File: config.mk
export PLATFORM = sky130hd
export DESIGN_NAME = clk_switch_ctrl
export DESIGN_NICKNAME = d
export VERILOG_FILES = /design/src/rtl/clk_switch_pkg.sv /design/src/rtl/clk_switch_ctrl_sync_2ff.sv /design/src/rtl/clk_switch_ctrl.sv
export SDC_FILE = /design/constraint.sdc
export NUM_CORES = 1
export LEC_CHECK = 0
export ABC_AREA = 1
export ABC_CLOCK_PERIOD_IN_PS = 1600
export CELL_PAD_IN_SITES_DETAIL_PLACEMENT = 2
export CELL_PAD_IN_SITES_GLOBAL_PLACEMENT = 2
export CORE_UTILIZATION = 34
export DETAILED_ROUTE_END_ITERATION = 16
export PLACE_DENSITY_LB_ADDON = 0.1
export SETUP_SLACK_MARGIN = 0.15
export SLEW_MARGIN = 20
export SYNTH_ARGS = -nofsm -noshare
export SYNTH_HDL_FRONTEND = slang
export SYNTH_SLANG_ARGS = --single-unit
File: constraint.sdc
create_clock -name clk -period 1.6 [get_ports clk]
set_input_delay 0.32 -clock clk [delete_from_list [all_inputs] [get_ports clk]]
set_output_delay 0.32 -clock clk [all_outputs]
set_load 0.02 [all_outputs]
File: src/rtl/clk_switch_pkg.sv
// Shared types and constants for the two-source clock switch sequencer.
package clk_switch_pkg;

  typedef enum logic [1:0] {
    IDLE   = 2'd0,
    SWITCH = 2'd1,
    SETTLE = 2'd2,
    DONE   = 2'd3
  } state_e;

  localparam logic SRC_A = 1'b0;
  localparam logic SRC_B = 1'b1;

endpackage

File: src/rtl/clk_switch_ctrl_sync_2ff.sv
// Two-flop synchronizer for the asynchronous clock-present flags.
module sync_2ff #(
  parameter logic RST_VAL = 1'b1
) (
  input  logic clk,
  input  logic rstn,
  input  logic d_i,
  output logic q_o
);

  logic meta_q;
  logic sync_q;

  always_ff @(posedge clk or negedge rstn) begin
    if (!rstn) begin
      meta_q <= RST_VAL;
      sync_q <= RST_VAL;
    end else begin
      meta_q <= d_i;
      sync_q <= meta_q;
    end
  end

  assign q_o = sync_q;

endmodule

File: src/rtl/clk_switch_ctrl.sv
// Sequencer driving the glitch-free clock switch select: request handling,
// settle hold-off, dead-source rejection and automatic fallback.
module clk_switch_ctrl
  import clk_switch_pkg::*;
#(
  parameter int SETTLE_CYC = 16,
  parameter int FAIL_FILT  = 8,
  parameter int CNT_W      = 5
) (
  input  logic clk,
  input  logic rstn,
  input  logic sw_req,
  input  logic sw_tgt,
  input  logic clka_ok,
  input  logic clkb_ok,
  output logic sel,
  output logic cur_src,
  output logic busy,
  output logic sw_ack,
  output logic sw_err,
  output logic fb_evt
);

  localparam logic [CNT_W-1:0] FILT_MAX    = CNT_W'(FAIL_FILT);
  localparam logic [CNT_W-1:0] SETTLE_LAST = CNT_W'(SETTLE_CYC - 1);
  localparam logic [CNT_W-1:0] CNT_ONE     = CNT_W'(1);

  function automatic logic [CNT_W-1:0] filt_next(input logic [CNT_W-1:0] cnt,
                                                 input logic ok);
    if (ok)                 return '0;
    else if (cnt == FILT_MAX) return cnt;
    else                    return cnt + CNT_ONE;
  endfunction

  logic a_ok_s, b_ok_s;

  sync_2ff #(.RST_VAL(1'b1)) u_sync_a (
    .clk (clk),
    .rstn(rstn),
    .d_i (clka_ok),
    .q_o (a_ok_s)
  );

  sync_2ff #(.RST_VAL(1'b1)) u_sync_b (
    .clk (clk),
    .rstn(rstn),
    .d_i (clkb_ok),
    .q_o (b_ok_s)
  );

  state_e           state_q, state_d;
  logic [CNT_W-1:0] settle_q, settle_d;
  logic [CNT_W-1:0] fcnt_a_q, fcnt_b_q;
  logic             sel_q, sel_d;
  logic             cur_q, cur_d;
  logic             busy_q, busy_d;
  logic             ack_q, ack_d;
  logic             err_q, err_d;
  logic             fbevt_q, fbevt_d;
  logic             fb_q, fb_d;

  logic a_fail, b_fail, cur_fail, oth_ok, tgt_ok;

  assign a_fail   = (fcnt_a_q == FILT_MAX);
  assign b_fail   = (fcnt_b_q == FILT_MAX);
  assign cur_fail = (cur_q == SRC_B) ? b_fail : a_fail;
  assign oth_ok   = (cur_q == SRC_B) ? a_ok_s : b_ok_s;
  assign tgt_ok   = (sw_tgt == SRC_B) ? b_ok_s : a_ok_s;

  always_comb begin
    state_d  = state_q;
    settle_d = settle_q;
    sel_d    = sel_q;
    cur_d    = cur_q;
    fb_d     = fb_q;
    ack_d    = 1'b0;
    err_d    = 1'b0;
    fbevt_d  = 1'b0;
    case (state_q)
      IDLE: begin
        // Fallback outranks any pending request; a dead pair never falls back.
        if (cur_fail && oth_ok) begin
          sel_d    = ~cur_q;
          fbevt_d  = 1'b1;
          fb_d     = 1'b1;
          settle_d = '0;
          state_d  = SETTLE;
        end else if (sw_req) begin
          if (sw_tgt == cur_q) begin
            ack_d = 1'b1;
          end else if (!tgt_ok) begin
            ack_d = 1'b1;
            err_d = 1'b1;
          end else begin
            state_d = SWITCH;
          end
        end
      end
      SWITCH: begin
        sel_d    = sw_tgt;
        settle_d = '0;
        fb_d     = 1'b0;
        state_d  = SETTLE;
      end
      SETTLE: begin
        if (settle_q == SETTLE_LAST) begin
          cur_d   = sel_q;
          state_d = DONE;
        end else begin
          settle_d = settle_q + CNT_ONE;
        end
      end
      DONE: begin
        ack_d   = ~fb_q;
        fb_d    = 1'b0;
        state_d = IDLE;
      end
      default: state_d = IDLE;
    endcase
    busy_d = (state_d != IDLE);
  end

  always_ff @(posedge clk or negedge rstn) begin
    if (!rstn) begin
      state_q  <= IDLE;
      settle_q <= '0;
      fcnt_a_q <= '0;
      fcnt_b_q <= '0;
      sel_q    <= SRC_A;
      cur_q    <= SRC_A;
      busy_q   <= 1'b0;
      ack_q    <= 1'b0;
      err_q    <= 1'b0;
      fbevt_q  <= 1'b0;
      fb_q     <= 1'b0;
    end else begin
      state_q  <= state_d;
      settle_q <= settle_d;
      fcnt_a_q <= filt_next(fcnt_a_q, a_ok_s);
      fcnt_b_q <= filt_next(fcnt_b_q, b_ok_s);
      sel_q    <= sel_d;
      cur_q    <= cur_d;
      busy_q   <= busy_d;
      ack_q    <= ack_d;
      err_q    <= err_d;
      fbevt_q  <= fbevt_d;
      fb_q     <= fb_d;
    end
  end

  assign sel     = sel_q;
  assign cur_src = cur_q;
  assign busy    = busy_q;
  assign sw_ack  = ack_q;
  assign sw_err  = err_q;
  assign fb_evt  = fbevt_q;

endmodule

==> metrics.md, run 1 <==
| Metric | Value |
|---|---|
| Yosys reg bits | 28 |
| Vias per cell | 4.81 |
| Post-Synth XOR/XNOR Area | 3.69% |
| Global-route wire length before repair | 5.93 mm |
| Critical Path Max Stage Delay | 400 ps |
| Core area | 4000 um^2 |
| Gate Count Post-Synth | 164 |
| Largest family of logic cells by synthesized area | simple AND/OR/NAND/NOR gates |
| Crit path cell chain | ha_2 > nand2_2 > nor2_4 > ha_4 > a21oi_4 > nand2_4 > nand2_2 > o21ai_2 |
| Hpwl dp | 2.52 mm |
| Compound-Gate Fraction of Synth Area | 6.85% |
| Tmin final | 1440 ps |
| Most frequent cell after synthesis | nand2_1 |
| Post-synth EDFFs | 0 |
| # Max-Cap Violations | 0 |
| Vias in the first global route | 1270 |
| Final #Nets | 209 |
| Cells after DPL | 227 |
| Fin crit share | 90.0% |
| Simple-gate share of the synthesized area | 24.2% |
| Fin cells | 241 |
| CP max-delay cell | dfrtp_1 |
| Pin count of the biggest net entering global routing | 29 |
| TNS Setup | 0 ps |
| Maximum vdd drop | 0.000759 V |
| Synth-to-layout area growth | 30.4% |
| R2r worst-path depth | 8 |
| Layout cells sized above 1 | 28.8% |
| Unique masters post-synth | 21 |
| DP Area | 1620 um^2 |
| Register area share after synthesis | 49.5% |
| Synth Net Count | 181 |
| Max-slew violation count | 0 |
| DRC | 0 |
| DR pass1 iterations | 4 |
| Routed vias | 1160 |
| Worst EP required | 1780 ps |
| Routability cong. | 0.799 |
| Fin area | 1860 um^2 |
| Post-synth ARST share | 100% |
| Maximum clock frequency | 0.695 GHz |
| Cell Rows | 23 |
| CP Class | reg -> reg |
| Final hold vios | 0 |
| Mux cell area share after synthesis | 0% |
| Post-synthesis adder-cell area fraction | 9.66% |
| Hold Path Sink | u_sync_a.q_o |
| Top cell type's share of synthesized area | 42.1% |
| Endpoints failing setup | 0 |
| Clk Tree Root Cell | clkbuf_8 |
| RSZ-0062 raised after global routing | true |
| Worst slack at placement | -3.74 ps |
| DR iter-0 viols | 27 |
| Least-Margin Pin Slew | 381 ps |
| Leak pwr | 0.926 nW |
| Top_reg_cell synth | dfrtp_1 |
| Die area | 4450 um^2 |
| Buffers & Inverters on Critical Path | 0 |
| N_diodes | 0 |
| YS warnings | 0 |
| Hold-fix buffers, CTS | 0 |
| CTS sink cnt | 28 |
| Final hold slack | 361 ps |
| Reg-to-Reg End | settle_q[3] |
| # H-tree levels | 1 |
| Initial Utilization | 35.6% |
| List of most frequent post-synthesis cells | nand2_1, dfrtp_1, inv_1 |
| Max Root-Sink Buffers | 2 |
| CP delay by family, top | flip-flops |
| Clk_lat worst skew | 280 ps |
| Avg Inst Size Synth | 8.69 um^2 |
| CP max FO | 5 |
| HP Class | reg -> reg |
| Critical Path Source Type | flip-flop |
| Number of port buffers | 11 |
| Hold Crit Depth | 0 |
| Largest cells by area after synthesis | dfrtp_1, nand2_1, ha_1 |
| R2R Setup Slk | 160 ps |
| Clock transition at path regs | 100 ps |
| CTS tree | yes |
| Setup ws final | 160 ps |
| Fill cell total of the finished layout | 446 |
| Element type at the critical path end | flip-flop |
| Worst hold start | u_sync_a.meta_q |
| Worst R2R Start | settle_q[0] |
| Power Dens Cells | 1360 nW/um^2 |
| Relative slew slack | 74.6% |
| Tot GR Track Use | 18.1% |
| Clock Skews | 3.69 ps |
| CTS Buf Count | 3 |
| DR WL/cell | 14.7 um |
| Die height | 66.7 um |
| Drt total wl | 3.55 mm |
| Crit-path most repeated cell | nand2_2 |
| Leading area contributor after synthesis | dfrtp_1 |
| Status | complete, no violations |
| CP arrival | 1620 ps |
| Cell Area, Synth | 1430 um^2 |
| Post-route ant nets | 0 |
| Die Wd | 66.7 um |
| I/O pin total | 12 |
| Gr ovfl total | 0 |
| Initial antenna violation count | 0 |
## metrics by stage
stage / total power (W) / util [%]
after floorplan: 0.00150 / -
after global placement: 0.00175 / 40.4
after detailed placement: 0.00179 / 40.4
after CTS: 0.00240 / 44.3
after global routing: 0.00268 / 46.4
final: 0.00252 / 46.4
## registers in the layout (all words and copies together) (netlist names)
signal / count
sw_err: 1
state_q: 2
fb_q: 1
cur_src: 1
sw_ack: 1
fcnt_b_q: 5
busy: 1
fcnt_a_q: 5
sel: 1
u_sync_b.meta_q: 1
u_sync_b.q_o: 1
u_sync_a.meta_q: 1
settle_q: 5
fb_evt: 1
u_sync_a.q_o: 1
## kinds of logic after synthesis
kind of cell / count (synthesis)
AND/OR/NAND/NOR: 79
flip-flops: 28
buffers and inverters: 23
AO/OA/AOI/OAI: 17
adder cells (fa/ha/maj): 11
XOR/XNOR: 6
## cells in the final DEF (no fill, tap or decap)
cell type,count
a21oi_1,2
a21oi_2,1
a21oi_4,1
a31oi_1,1
buf_4,11
clkbuf_8,4
clkdlybuf4s50_1,5
dfrtp_1,24
dfstp_2,4
dlygate4sd2_1,6
ha_1,7
ha_2,1
ha_4,3
inv_1,19
inv_2,4
nand2_1,33
nand2_2,9
nand2_4,2
nand3_1,8
nand3_2,1
nand3_4,2
nor2_1,16
nor2_2,2
nor2_4,2
nor3_1,1
nor3_2,1
o21ai_0,4
o21ai_1,4
o21ai_2,4
or2_2,3
xnor2_1,2
xor2_1,4
## cell type report
cell class,count,area (um^2),share of cell area (%)
clock buffer,4,55.1,2.96
multi-input combinational,114,763,41.1
tap,50,62.6,3.37
timing repair buffer,22,185,9.97
inverter,23,86.3,4.65
sequential,28,706,38.0
## metal layers
layer	up-vias	share of wire, %	track usage [%]
met5	-	0	0
met3	5	1.3	2.05
met4	0	1.7	7.18
met2	7	51	31.9
met1	585	46	22.2
li1	563	-	-
## how the worst max path moves through the flow
stage	start	endpoint	depth (start not counted)
6_report	settle_q[0]	settle_q[3]	8
3_3_place_gp	sw_tgt	busy	8
4_1_cts	fcnt_a_q[0]	sw_ack	9
3_5_place_dp	sw_tgt	busy	8
2_1_floorplan	settle_q[0]	settle_q[4]	6
5_1_grt	settle_q[0]	settle_q[3]	8
## where the power goes
group	total (W)	internal, W	leakage, nW	switching, W
registers	0.000929	0.000827	0.360	0.000101
clock network	0.000451	0.000221	0.0288	0.000230
logic	0.00114	0.000456	0.537	0.000686
## what timing repair did
action / 4_1_cts / 5_1_grt
resized for setup: 22 / 16
gates cloned: 1 / 0
pin swaps: 5 / 9
buffers inserted: 5 / 4
setup endpoints to repair: 15 / 11
(Power assumes the default switching activity.)
==> inputs of run 2 (changes only) <==
--- a/config.mk
+++ b/config.mk
@@ -12,6 +12,7 @@
 export CORE_UTILIZATION = 34
 export DETAILED_ROUTE_END_ITERATION = 16
 export PLACE_DENSITY_LB_ADDON = 0.1
+export RECOVER_POWER = 100
 export SETUP_SLACK_MARGIN = 0.15
 export SLEW_MARGIN = 20
 export SYNTH_ARGS = -nofsm -noshare
==> metrics.md, run 2 (synthesized netlist as in run 1, its figures left out) <==
| Metric | Value |
|---|---|
| Status | complete, no violations |
| Drt total wl | 3.54 mm (-0.25%) |
| Maximum clock frequency | 0.679 GHz (-2.2%) |
| Routed vias | 1161 (+0.086%) |
| CP startpoint | settle_q[0] |
| DRC | 0 (unchanged) |
| Top flop regs | fcnt_a_q x5, fcnt_b_q x5, settle_q x5 |
| Commonest non-fill, non-tap cell in the layout | nand2_1 |
| Synth-to-layout area growth | 28.5% |
| Layout cells sized above 1 | 25.1% (-3.7 points) |
| R2r worst-path depth | 8 (unchanged) |
| I/O pin total | 12 (unchanged) |
| Hold-fix buffers, CTS | 0 (unchanged) |
| DP Area | 1620 um^2 (unchanged) |
| HP Class | reg -> reg |
| DR WL/cell | 14.7 um (-0.25%) |
| Tot GR Track Use | 18.1% (unchanged) |
| Max Root-Sink Buffers | 2 (unchanged) |
| Routability cong. | 0.799 (unchanged) |
| Relative slew slack | 50.5% (-24 points) |
| Reg-to-Reg End | settle_q[3] |
| Clk Tree Root Cell | clkbuf_8 |
| Cells after DPL | 227 (unchanged) |
| CP arrival | 1660 ps (+40 ps) |
| N_diodes | 0 (unchanged) |
| CP Class | reg -> reg |
| # Max-Cap Violations | 0 (unchanged) |
| Buffers & Inverters on Critical Path | 0 (unchanged) |
| Hold Crit Depth | 0 (unchanged) |
| CP max FO | 5 (unchanged) |
| Endpoints failing setup | 0 (unchanged) |
| CP max-delay cell | dfrtp_1 |
| Die area | 4450 um^2 (unchanged) |
| DR iter-0 viols | 21 (-22%) |
| Critical Path Source Type | flip-flop |
| Global-route wire length before repair | 5.93 mm (unchanged) |
| Commonest non-fill, non-tap cells in the layout | nand2_1, dfrtp_1, inv_1 |
| Fin crit share | 92.0% (+2.0 points) |
| Max-slew violation count | 0 (unchanged) |
| CTS tree | yes |
| Worst EP required | 1780 ps (about the same) |
| CTS Buf Count | 3 (unchanged) |
| TNS Setup | 0 ps (unchanged) |
| Clock Skews | 3.83 ps (+0.143 ps) |
| DR pass1 iterations | 4 (unchanged) |
| Worst R2R Start | settle_q[0] |
| Fin cells | 241 (unchanged) |
| Power Dens Cells | 1350 nW/um^2 (-0.44%) |
| Crit path cell chain | ha_1 > nand2_2 > nor2_4 > ha_4 > a21oi_4 > nand2_4 > nand2_2 > o21ai_2 |
| Die Wd | 66.7 um (unchanged) |
| Pin count of the biggest net entering global routing | 29 (unchanged) |
| R2R Setup Slk | 130 ps (-30 ps) |
| Clock transition at path regs | 100 ps (about the same) |
| Worst hold start | u_sync_a.meta_q |
| Critical Path Max Stage Delay | 390 ps (about the same) |
| Crit-path most repeated cell | nand2_2 |
| Vias per cell | 4.82 (about the same) |
| Cell Rows | 23 (unchanged) |
| Initial Utilization | 35.6% (unchanged) |
| CTS sink cnt | 28 (unchanged) |
| Tmin final | 1470 ps (+32.2 ps) |
| Hpwl dp | 2.52 mm (unchanged) |
| # H-tree levels | 1 (unchanged) |
| Gr ovfl total | 0 (unchanged) |
| Fin area | 1830 um^2 (-1.4%) |
| Clk_lat worst skew | 280 ps (about the same) |
| Post-route ant nets | 0 (unchanged) |
| Core area | 4000 um^2 (unchanged) |
| Final hold vios | 0 (unchanged) |
| Die height | 66.7 um (unchanged) |
| Hold Path Sink | u_sync_a.q_o |
| Maximum vdd drop | 0.000736 V (-3.1%) |
| Element type at the critical path end | flip-flop |
| Fill cell total of the finished layout | 454 (+1.8%) |
| Leak pwr | 0.922 nW (-0.35%) |
| RSZ-0062 raised after global routing | true |
| CP delay by family, top | adder cells |
| Number of port buffers | 11 (unchanged) |
| Least-Margin Pin Slew | 742 ps (+361 ps) |
| Final #Nets | 209 (unchanged) |
| Initial antenna violation count | 0 (unchanged) |
| Vias in the first global route | 1270 (unchanged) |
run 2: cell count changes in the layout (fill, tap and decap cells not counted), moves of 2 or more:
cell / previous run / this run
buf_4: 11 / 7
clkdlybuf4s50_1: 5 / 2
dlygate4sd3_1: 0 / 3
clkbuf_1: 0 / 2
inv_1: 19 / 21
inv_2: 4 / 2
run 2: worst max path at each step:
stage / end / slack [ps] / cells past startpoint
6_report: settle_q[3] / 130 / 8
5_1_grt: settle_q[0] / 60 / 8
4_1_cts: sw_ack / 130 / 9
3_5_place_dp: busy / -4 / 8
3_3_place_gp: busy / 50 / 8
2_1_floorplan: settle_q[4] / 170 / 6
run 2: per-stage QoR:
stage	hold slack [ps]	utilization, %	power, W	worst slack [ps]
after global routing	370	45.8	0.00263	58.5
after detailed placement	349	40.4	0.00179	-3.74
after CTS	364	44.3	0.00240	126
after floorplan	24.4	-	0.00150	174
after global placement	346	40.4	0.00175	46.8
final	361	45.8	0.00248	128
run 2: report_power, final:
group | leakage [nW] | internal, W | switching [W]
Combinational | 0.534 | 0.000429 | 0.000668
Clock | 0.0288 | 0.000221 | 0.000230
Sequential | 0.360 | 0.000827 | 0.000100
run 2: metal layers:
layer,GRT usage (%),part of all wire (%)
met1,22.2,46
met2,31.9,51
met5,0,0
met3,2.05,1.0
met4,7.18,1.7
run 2: final cells by class:
type	instances	area, um^2	area share [%]
multi-input cells	114	747	40.8
flip-flops and latches	28	706	38.5
repair buffers	22	175	9.56
inverters	23	86.3	4.71
well taps	50	62.6	3.42
clock buffers	4	55.1	3.01
run 2: what timing repair did:
action                                  CTS  global route
buffers inserted                          5             4
gates cloned                              1             0
pin swaps                                 5             9
endpoints found under the setup margin   15            11
gates resized for setup                  22            16
